<file path="config.mk">
export PLATFORM = sky130hd
export DESIGN_NAME = hazard_ctrl
export DESIGN_NICKNAME = d
export VERILOG_FILES = /design/src/rtl/hazard_ctrl_pkg.sv /design/src/rtl/hazard_ctrl_sat_counter.sv /design/src/rtl/hazard_ctrl.sv
export SDC_FILE = /design/constraint.sdc
export NUM_CORES = 1
export LEC_CHECK = 0
export BUFFER_PORTS_ARGS = -buffer_cell sky130_fd_sc_hd__buf_2
export CORE_MARGIN = 4
export CORE_UTILIZATION = 40
export DETAILED_ROUTE_END_ITERATION = 7
export HOLD_SLACK_MARGIN = 0.03
export PLACE_DENSITY = 0.62
export SYNTH_ARGS = -nofsm -noshare
export SYNTH_HDL_FRONTEND = slang
export SYNTH_SLANG_ARGS = --single-unit
</file>
<file path="constraint.sdc">
create_clock -name clk -period 2.3 [get_ports clk]
set_input_delay 0.23 -clock clk [delete_from_list [all_inputs] [get_ports clk]]
set_output_delay 0.23 -clock clk [all_outputs]
set_load 0.05 [all_outputs]
</file>
<file path="src/rtl/hazard_ctrl_pkg.sv">
// Shared pipeline definitions for the hazard/stall controller: FSM encoding,
// register-zero constant and default sizing.
package hazard_ctrl_pkg;

    typedef enum logic {
        HZ_RUN      = 1'b0,
        HZ_MEM_WAIT = 1'b1
    } hz_state_e;

    localparam logic [4:0] REG_ZERO            = 5'd0;
    localparam int         DEFAULT_CNT_W       = 16;
    localparam int         DEFAULT_MEM_TIMEOUT = 64;

    // A load in ID/EX feeds a source of the IF/ID instruction; $0 never creates a dependency.
    function automatic logic load_use_hit(
        input logic       ex_mem_read,
        input logic [4:0] ex_rt,
        input logic [4:0] id_rs,
        input logic [4:0] id_rt,
        input logic       id_uses_rt
    );
        return ex_mem_read && (ex_rt != REG_ZERO) &&
               ((ex_rt == id_rs) || (id_uses_rt && (ex_rt == id_rt)));
    endfunction

endpackage

</file>
<file path="src/rtl/hazard_ctrl_sat_counter.sv">
// Saturating up-counter with enable and asynchronous active-low clear.
module sat_counter #(
    parameter int WIDTH = 16
) (
    input  logic             clk,
    input  logic             rst_n,
    input  logic             en,
    output logic [WIDTH-1:0] count
);

    logic [WIDTH-1:0] count_reg;

    always_ff @(posedge clk or negedge rst_n) begin
        if (!rst_n) begin
            count_reg <= '0;
        end else if (en && (count_reg != '1)) begin
            count_reg <= count_reg + WIDTH'(1);
        end
    end

    assign count = count_reg;

endmodule

</file>
<file path="src/rtl/hazard_ctrl.sv">
// Pipeline hazard and stall controller: combinational priority decode of
// memory-wait / load-use / flush, memory-wait timeout FSM and event counters.
module hazard_ctrl
    import hazard_ctrl_pkg::*;
#(
    parameter int CNT_W       = DEFAULT_CNT_W,
    parameter int MEM_TIMEOUT = DEFAULT_MEM_TIMEOUT
) (
    input  logic             clk,
    input  logic             rst_n,
    input  logic [4:0]       id_rs,
    input  logic [4:0]       id_rt,
    input  logic             id_uses_rt,
    input  logic             ex_mem_read,
    input  logic [4:0]       ex_rt,
    input  logic             branch_taken,
    input  logic             jump,
    input  logic             dmem_req,
    input  logic             dmem_ready,
    output logic             pc_write,
    output logic             ifid_write,
    output logic             ifid_flush,
    output logic             idex_bubble,
    output logic             pipe_hold,
    output logic             state,
    output logic             mem_timeout,
    output logic [CNT_W-1:0] stall_cnt,
    output logic [CNT_W-1:0] flush_cnt,
    output logic [CNT_W-1:0] wait_cnt
);

    localparam int TMR_W = $clog2(MEM_TIMEOUT + 1);

    hz_state_e  state_reg;
    logic [TMR_W-1:0] timer_reg;
    logic       timeout_reg;

    logic mem_wait;
    logic lu;
    logic fl;
    logic timeout_hit;
    logic act_wait;
    logic act_lu;
    logic act_fl;

    assign mem_wait = dmem_req & ~dmem_ready;
    assign lu       = load_use_hit(ex_mem_read, ex_rt, id_rs, id_rt, id_uses_rt);
    assign fl       = branch_taken | jump;

    // The timeout cycle abandons the access, so it falls through to the lower priorities.
    assign timeout_hit = (state_reg == HZ_MEM_WAIT) && mem_wait &&
                         (timer_reg == TMR_W'(MEM_TIMEOUT - 1));

    assign act_wait = mem_wait & ~timeout_hit;
    assign act_lu   = ~act_wait & lu;
    assign act_fl   = ~act_wait & ~lu & fl;

    always_comb begin
        pc_write    = 1'b1;
        ifid_write  = 1'b1;
        ifid_flush  = 1'b0;
        idex_bubble = 1'b0;
        pipe_hold   = 1'b0;
        if (rst_n) begin
            if (act_wait) begin
                pc_write   = 1'b0;
                ifid_write = 1'b0;
                pipe_hold  = 1'b1;
            end else if (act_lu) begin
                pc_write    = 1'b0;
                ifid_write  = 1'b0;
                idex_bubble = 1'b1;
            end else if (act_fl) begin
                ifid_flush = 1'b1;
            end
        end
    end

    always_ff @(posedge clk or negedge rst_n) begin
        if (!rst_n) begin
            state_reg   <= HZ_RUN;
            timer_reg   <= '0;
            timeout_reg <= 1'b0;
        end else begin
            case (state_reg)
                HZ_RUN: begin
                    if (mem_wait) begin
                        state_reg <= HZ_MEM_WAIT;
                        timer_reg <= '0;
                    end
                end
                HZ_MEM_WAIT: begin
                    // A withdrawn request also ends the wait so the timer cannot fire spuriously.
                    if (!mem_wait) begin
                        state_reg <= HZ_RUN;
                    end else if (timeout_hit) begin
                        state_reg   <= HZ_RUN;
                        timeout_reg <= 1'b1;
                    end else begin
                        timer_reg <= timer_reg + TMR_W'(1);
                    end
                end
                default: state_reg <= HZ_RUN;
            endcase
        end
    end

    assign state       = (state_reg == HZ_MEM_WAIT);
    assign mem_timeout = timeout_reg;

    sat_counter #(.WIDTH(CNT_W)) u_stall_cnt (
        .clk   (clk),
        .rst_n (rst_n),
        .en    (act_lu),
        .count (stall_cnt)
    );

    sat_counter #(.WIDTH(CNT_W)) u_flush_cnt (
        .clk   (clk),
        .rst_n (rst_n),
        .en    (act_fl),
        .count (flush_cnt)
    );

    sat_counter #(.WIDTH(CNT_W)) u_wait_cnt (
        .clk   (clk),
        .rst_n (rst_n),
        .en    (act_wait),
        .count (wait_cnt)
    );

endmodule

</file>
==> Word-level counts from Yosys, hierarchy flattened <==
Index checks and enable logic that the tools add are counted.
{ "word_totals": {"wordCells": 62, "ff_bits": 57, "inputBits": 23, "out_inout_bits": 55} }
{ "classes": {"reduce_logical": 12, "eq_ne": 9, "n_mux": 20, "add_sub_neg": 4, "n_bitwise": 11} }
{ "ops": {"columns": ["op", "count"], "rows": [
  ["16-bit by 1-bit adder with 16-bit output, second input constant", 3],
  ["16-bit != test, second input constant", 3],
  ["7-bit two-way mux", 3],
  ["1-bit two-way mux", 15],
  ["7-bit case mux with 2 select lines", 1],
  ["5-bit equality test", 2],
  ["1-bit logical AND", 8],
  ["7-bit by 1-bit adder with 7-bit output, second input constant", 1],
  ["7-bit by 6-bit equality test with 1-bit output, second input constant", 1],
  ["3-bit AND reduction", 2],
  ["1-bit AND", 5],
  ["1-bit inverter", 5],
  ["5-bit nonzero test", 1],
  ["2-bit != test, second input constant", 2],
  ["2-bit by 1-bit != test with 1-bit output, second input constant", 1],
  ["1-bit case mux with 2 select lines", 1],
  ["1-bit logical OR", 1],
  ["1-bit OR", 1]
]} }

==> Depth between registers and ports, before layout <==
{ "depth": {"ltp_word": 13, "ltp_mapped": 9, "ltp_nobuf": 8} }

==> By module <==
Synthesis repeated with hierarchy kept, for this count alone.
{ "hier_totals": {"hier_cells": 293, "area_unflattened_um2": 3258.1} }
{ "by_module_without_submodules": {"columns": ["module", "cells_per_inst", "seq_area_each_um2", "n_inst", "area_each_um2"], "rows": [
  ["sat_counter (u_stall_cnt ...)", 72, 400.4, 2, 859.6],
  ["sat_counter (u_flush_cnt)", 77, 400.4, 1, 884.6],
  ["hazard_ctrl", 72, 225.2, 1, 654.4]
]} }

==> Worst setup path after synthesis <==
No wires, ideal clock.
{ "synth_path": {"path_kind": "register to output", "startpoint": "register state_reg (netlist: state)", "endpoint": "output port pc_write", "t_required_ns": 2.070, "path_buffers": 2, "arrival_ns": 2.895, "slack_ns": -0.825, "stages_incl_launch_ff": 7, "path_cell_list": "dfrtp_1 > and4b_1 > a21o_1 > inv_2 > clkbuf_1 > o21ai_0 > buf_4"} }
{ "synth_between": {"elab_chain_cells": 9} }
{ "synth_lines": {"columns": ["element", "line_no", "source"], "rows": [
  ["from (decl)", "hazard_ctrl.sv:34", "hz_state_e state_reg;"],
  ["from (signal assigned)", "hazard_ctrl.sv:81", "state_reg <= HZ_RUN;"],
  ["from (signal assigned)", "hazard_ctrl.sv:88", "state_reg <= HZ_MEM_WAIT;"],
  ["from (signal assigned)", "hazard_ctrl.sv:95", "state_reg <= HZ_RUN;"],
  ["1-bit logical AND (*) (2 in a row)", "hazard_ctrl.sv:51", "assign timeout_hit = (state_reg == HZ_MEM_WAIT) && mem_wait &&"],
  ["1-bit inverter (*)", "hazard_ctrl.sv:54", "assign act_wait = mem_wait & ~timeout_hit;"],
  ["1-bit AND (*)", "hazard_ctrl.sv:54", null],
  ["1-bit inverter", "hazard_ctrl.sv:55", "assign act_lu = ~act_wait & lu;"],
  ["1-bit AND", "hazard_ctrl.sv:55", null],
  ["1-bit two-way mux", null, null],
  ["1-bit two-way mux (*) (2 in a row)", null, null],
  ["to (decl)", "hazard_ctrl.sv:20", "output logic pc_write,"]
]} }
Every way passes the cells marked *; elsewhere a longest branch is shown, timed or not.

==> Worst setup path after layout <==
{ "layout_path": {"startpoint": "register timer_reg[0]", "endpoint": "output port idex_bubble"} }
{ "layout_between": {"elab_chain_cells": 9} }
{ "layout_lines": {"columns": ["element", "line_no", "source"], "rows": [
  ["from (decl)", "hazard_ctrl.sv:35", "logic [TMR_W-1:0] timer_reg;"],
  ["from (signal assigned)", "hazard_ctrl.sv:100", "timer_reg <= timer_reg + TMR_W'(1);"],
  ["7-bit by 6-bit equality test with 1-bit output (*)", "hazard_ctrl.sv:52", "(timer_reg == TMR_W'(MEM_TIMEOUT - 1));"],
  ["1-bit logical AND (*)", "hazard_ctrl.sv:51", null],
  ["1-bit inverter (*)", "hazard_ctrl.sv:54", null],
  ["1-bit AND (*)", "hazard_ctrl.sv:54", null],
  ["1-bit inverter", "hazard_ctrl.sv:55", null],
  ["1-bit AND", "hazard_ctrl.sv:55", null],
  ["1-bit two-way mux", "hazard_ctrl.sv:69", "end else if (act_lu) begin"],
  ["1-bit two-way mux (*)", "hazard_ctrl.sv:65", "if (act_wait) begin"],
  ["1-bit two-way mux (*)", "hazard_ctrl.sv:64", "if (rst_n) begin"],
  ["to (decl)", "hazard_ctrl.sv:23", "output logic idex_bubble,"]
]} }
Marked as above.

==> flow_summary.yaml <==
drt:
  wl_met3_um: 396
  ant_nets: 0
  route.top_layer_used: "met4"
  drtIter0Drc: 84
  wl_um: 6303
  vias_per_cell: 5.074
  routedWlPerCell_um: 13.64
  vias: 2344
  route.met2.wl_um: 2808
  dr.pass1.iters: 4
  met1Wirelength_um: 2964
  post-route-drc-count: 0
power:
  clockPowerShare: 0.261
  power_frac_comb: 0.344
  p_switching_mw: 1.457
  ir_drop_v: 0.0004497
  power_density_nw_per_um2: 952.6
  sw_frac_of_total: 0.4176
  intPower_mw: 2.033
  total_power_mw: 3.490
  p_leak_nw: 1.788
  seqPwrFrac: 0.395
setup_path:
  reg2reg_depth: 7
  crit_family: "buffers and inverters"
  path_cells: "ha_1 -> and3_1 -> a21o_1 -> buf_4 -> nand2_2 -> nor3_4 -> buf_2"
  timing_worst_setup_path_type: "register to output pin"
  critPathRequiredTime_ps: 2070
  endpoint_kind: "output pin"
  critical-path-slowest-cell: "dfrtp_1"
  max_stage_delay_ps: 390
  r2r-end: "u_flush_cnt.count[12]"
  path_buf_inv: 2
  startpoint_type: "register"
  critPathMaxFanout: 10
  arrival_ps: 1960
  r2r-start: "timer_reg[0]"
  reg2reg_slack_ps: 140
floorplanning:
  ios: 78
  core_area_um2: 6869
  die_y_um: 92.75
  std_cell_rows: 30
  die_area_um2: 8602
  start_util: 0.4182
  die_w_um: 92.75
layout:
  syn2layout_area_growth_pct: 27.53
  final_cell_area_um2: 3664
  fin_cells: 462
  nNetsFinal: 388
  drive_above_1_share: 0.3443
  nFillCells: 653
  final_common_cell: "buf_2"
  layout_common_cells: "75 x buf_2, 54 x dfrtp_1, 31 x xor2_1"
  diodes: 0
sta:
  finalMaxSlewViolations: 0
  rsz0062_at_grt: "false"
  skew_ps: 11.18
  worstMarginPinSlew_ps: 473.3
  whs_ps: 253.8
  hold_viol_final: 0
  period_minus_slack_ps: 2186
  slew_headroom: 0.6837
  setup_viol: 0
  fin_crit_sh: 0.9506
  max_freq_mhz: 457.4
flow_run:
  max_cap_viol_count: 0
yosys:
  syn-instance-count: 271
  async_reset_ff_frac: 1.000
  synth.mux.area_fraction: 0.02221
  synth-edff-count: 0
  synth_top_family_by_area: "simple AND/OR/NAND/NOR gates"
  synth_warnings: 0
  synth-compound-area-share: 0.04965
  synthSimpleGateAreaFrac: 0.2378
  yosys-top-cells-area: "dfrtp_1 50%, xor2_1 9.5%, xnor2_1 6.4%"
  yosys_most_used_dff: "dfrtp_1"
  synth_area_um2: 2873
  yosysTopAreaCellShare: 0.4965
  synth.net_count: 298
  syn_avg_cell_area_um2: 10.60
  synth_fa_ha_area_frac: 0.01742
  synth_largest_area_cell: "dfrtp_1"
  synth_cell_type_count: 50
  synth_xor_area_frac: 0.1585
  ys_ff_latch: 57
  ys_seq_area_frac: 0.4965
worst_hold_path:
  min_from: "dmem_ready"
  hold_depth: 3
  whs_endpoint: "timer_reg[6]"
  hold_path_class: "primary input to register"
clocking:
  clock_path_buffers: 2
  cts_tree: "done"
  insertion_delay_ps: 330
  post_cts_buffers: 0
  cts_sinks: 57
  clkSlewWorstSetupHoldPaths_ps: 60
  h-tree-depth: 3
  cts_root_buffer: "clkbuf_8"
  cts_made_buffers: 9
outcome:
  outcome: "complete, no violations"
global_routing:
  grt_pass1_wl_um: 10650
  grt.total_usage: 0.1557
  antenna_found_initial: 0
  grt_pass1_vias: 2253
  grt_max_degree: 30
  grt.overflow.total: 0
place:
  place.port_buffers: 77
  gp_congestion: 0.7567
  postPlaceCellArea_um2: 3428
  place_inst: 445
  post-dp-hpwl_um: 4700
-- repair_timing --
action,in CTS,in global routing
endpoints found under the setup margin,1,20
hold buffers,1,0
hold endpoints to repair,1,0
resized for setup,1,8
-- logic make-up after synthesis --
| family | after synthesis |
|---|---|
| AND/OR/NAND/NOR | 123 |
| adder cells (fa/ha/maj) | 4 |
| AO/OA/AOI/OAI | 20 |
| XOR/XNOR | 52 |
| buffers and inverters | 10 |
| multiplexers | 5 |
| flip-flops | 57 |
-- layout make-up --
cell class,instances,area [µm²],area share
clock inverter,3,40.04,0.01093
clock buffer,13,148.9,0.04064
inverter,3,11.26,0.003074
timing repair buffer,86,467.9,0.1277
sequential,57,1430,0.3904
tap,96,120.1,0.03279
multi-input combinational,204,1445,0.3945
-- worst register-to-register path: cells and delay by family (launching register included) --
kind	cells	cell delay, ps
flops	1	390
fa+ha+maj	1	190
simple gates	3	890
buf+inv	1	80
mux	1	370
compound gates	1	140
-- cells in the mapped netlist, types with 2 or more instances --
| library cell | number |
|---|---|
| a21oi_1 | 4 |
| o21ai_0 | 5 |
| or4_1 | 2 |
| mux2_2 | 3 |
| and2_1 | 2 |
| dfrtp_1 | 57 |
| or3_4 | 2 |
| ha_1 | 4 |
| xor2_1 | 31 |
| buf_2 | 2 |
| nand2_1 | 24 |
| and4_1 | 2 |
| inv_1 | 2 |
| or3_1 | 2 |
| nor4b_2 | 2 |
| clkbuf_1 | 2 |
| nand3_1 | 22 |
| xnor2_1 | 21 |
| nor3b_1 | 2 |
| and3_1 | 6 |
| nand4_1 | 10 |
| nor3_1 | 11 |
| nor4_1 | 8 |
| mux2_4 | 2 |
| nor2_2 | 2 |
| nor2_1 | 17 |
-- worst max path at each step --
stage                                   start                    to  slack (ps)  depth (start not counted)
final                            timer_reg[0]           idex_bubble         110                          7
after global routing             timer_reg[0]           idex_bubble           2                          7
after CTS                        timer_reg[0]           idex_bubble          20                          7
after detailed placement             ex_rt[3]  u_flush_cnt.count[1]         -60                          7
after global placement               ex_rt[3]  u_flush_cnt.count[1]         -80                          7
after floorplan           u_wait_cnt.count[8]   u_wait_cnt.count[1]           1                          5
-- power groups by stage --
stage	clock network, mW	logic [mW]	registers (mW)
after floorplan	0	0.342	1.93
after global placement	0	1.19	1.39
after detailed placement	0	1.21	1.39
after CTS	0.937	1.21	1.38
after global routing	0.983	1.28	1.41
final	0.912	1.20	1.38
-- metal layers --
layer	GRT usage	vias to the layer above
met2	0.2363	70
met1	0.2060	1114
met3	0.04874	11
li1	-	1149
met4	0.06471	0
met5	0	-
-- per-stage QoR --
stage | utilization | TNS, ps | setup slack, ps
after floorplan | - | 0 | 1.058
after global placement | 0.4991 | -81.99 | -81.99
after detailed placement | 0.4991 | -55.81 | -55.81
after CTS | 0.5284 | 0 | 19.94
after global routing | 0.5333 | 0 | 2.121
final | 0.5333 | 0 | 113.6
(Power assumes the default switching activity.)
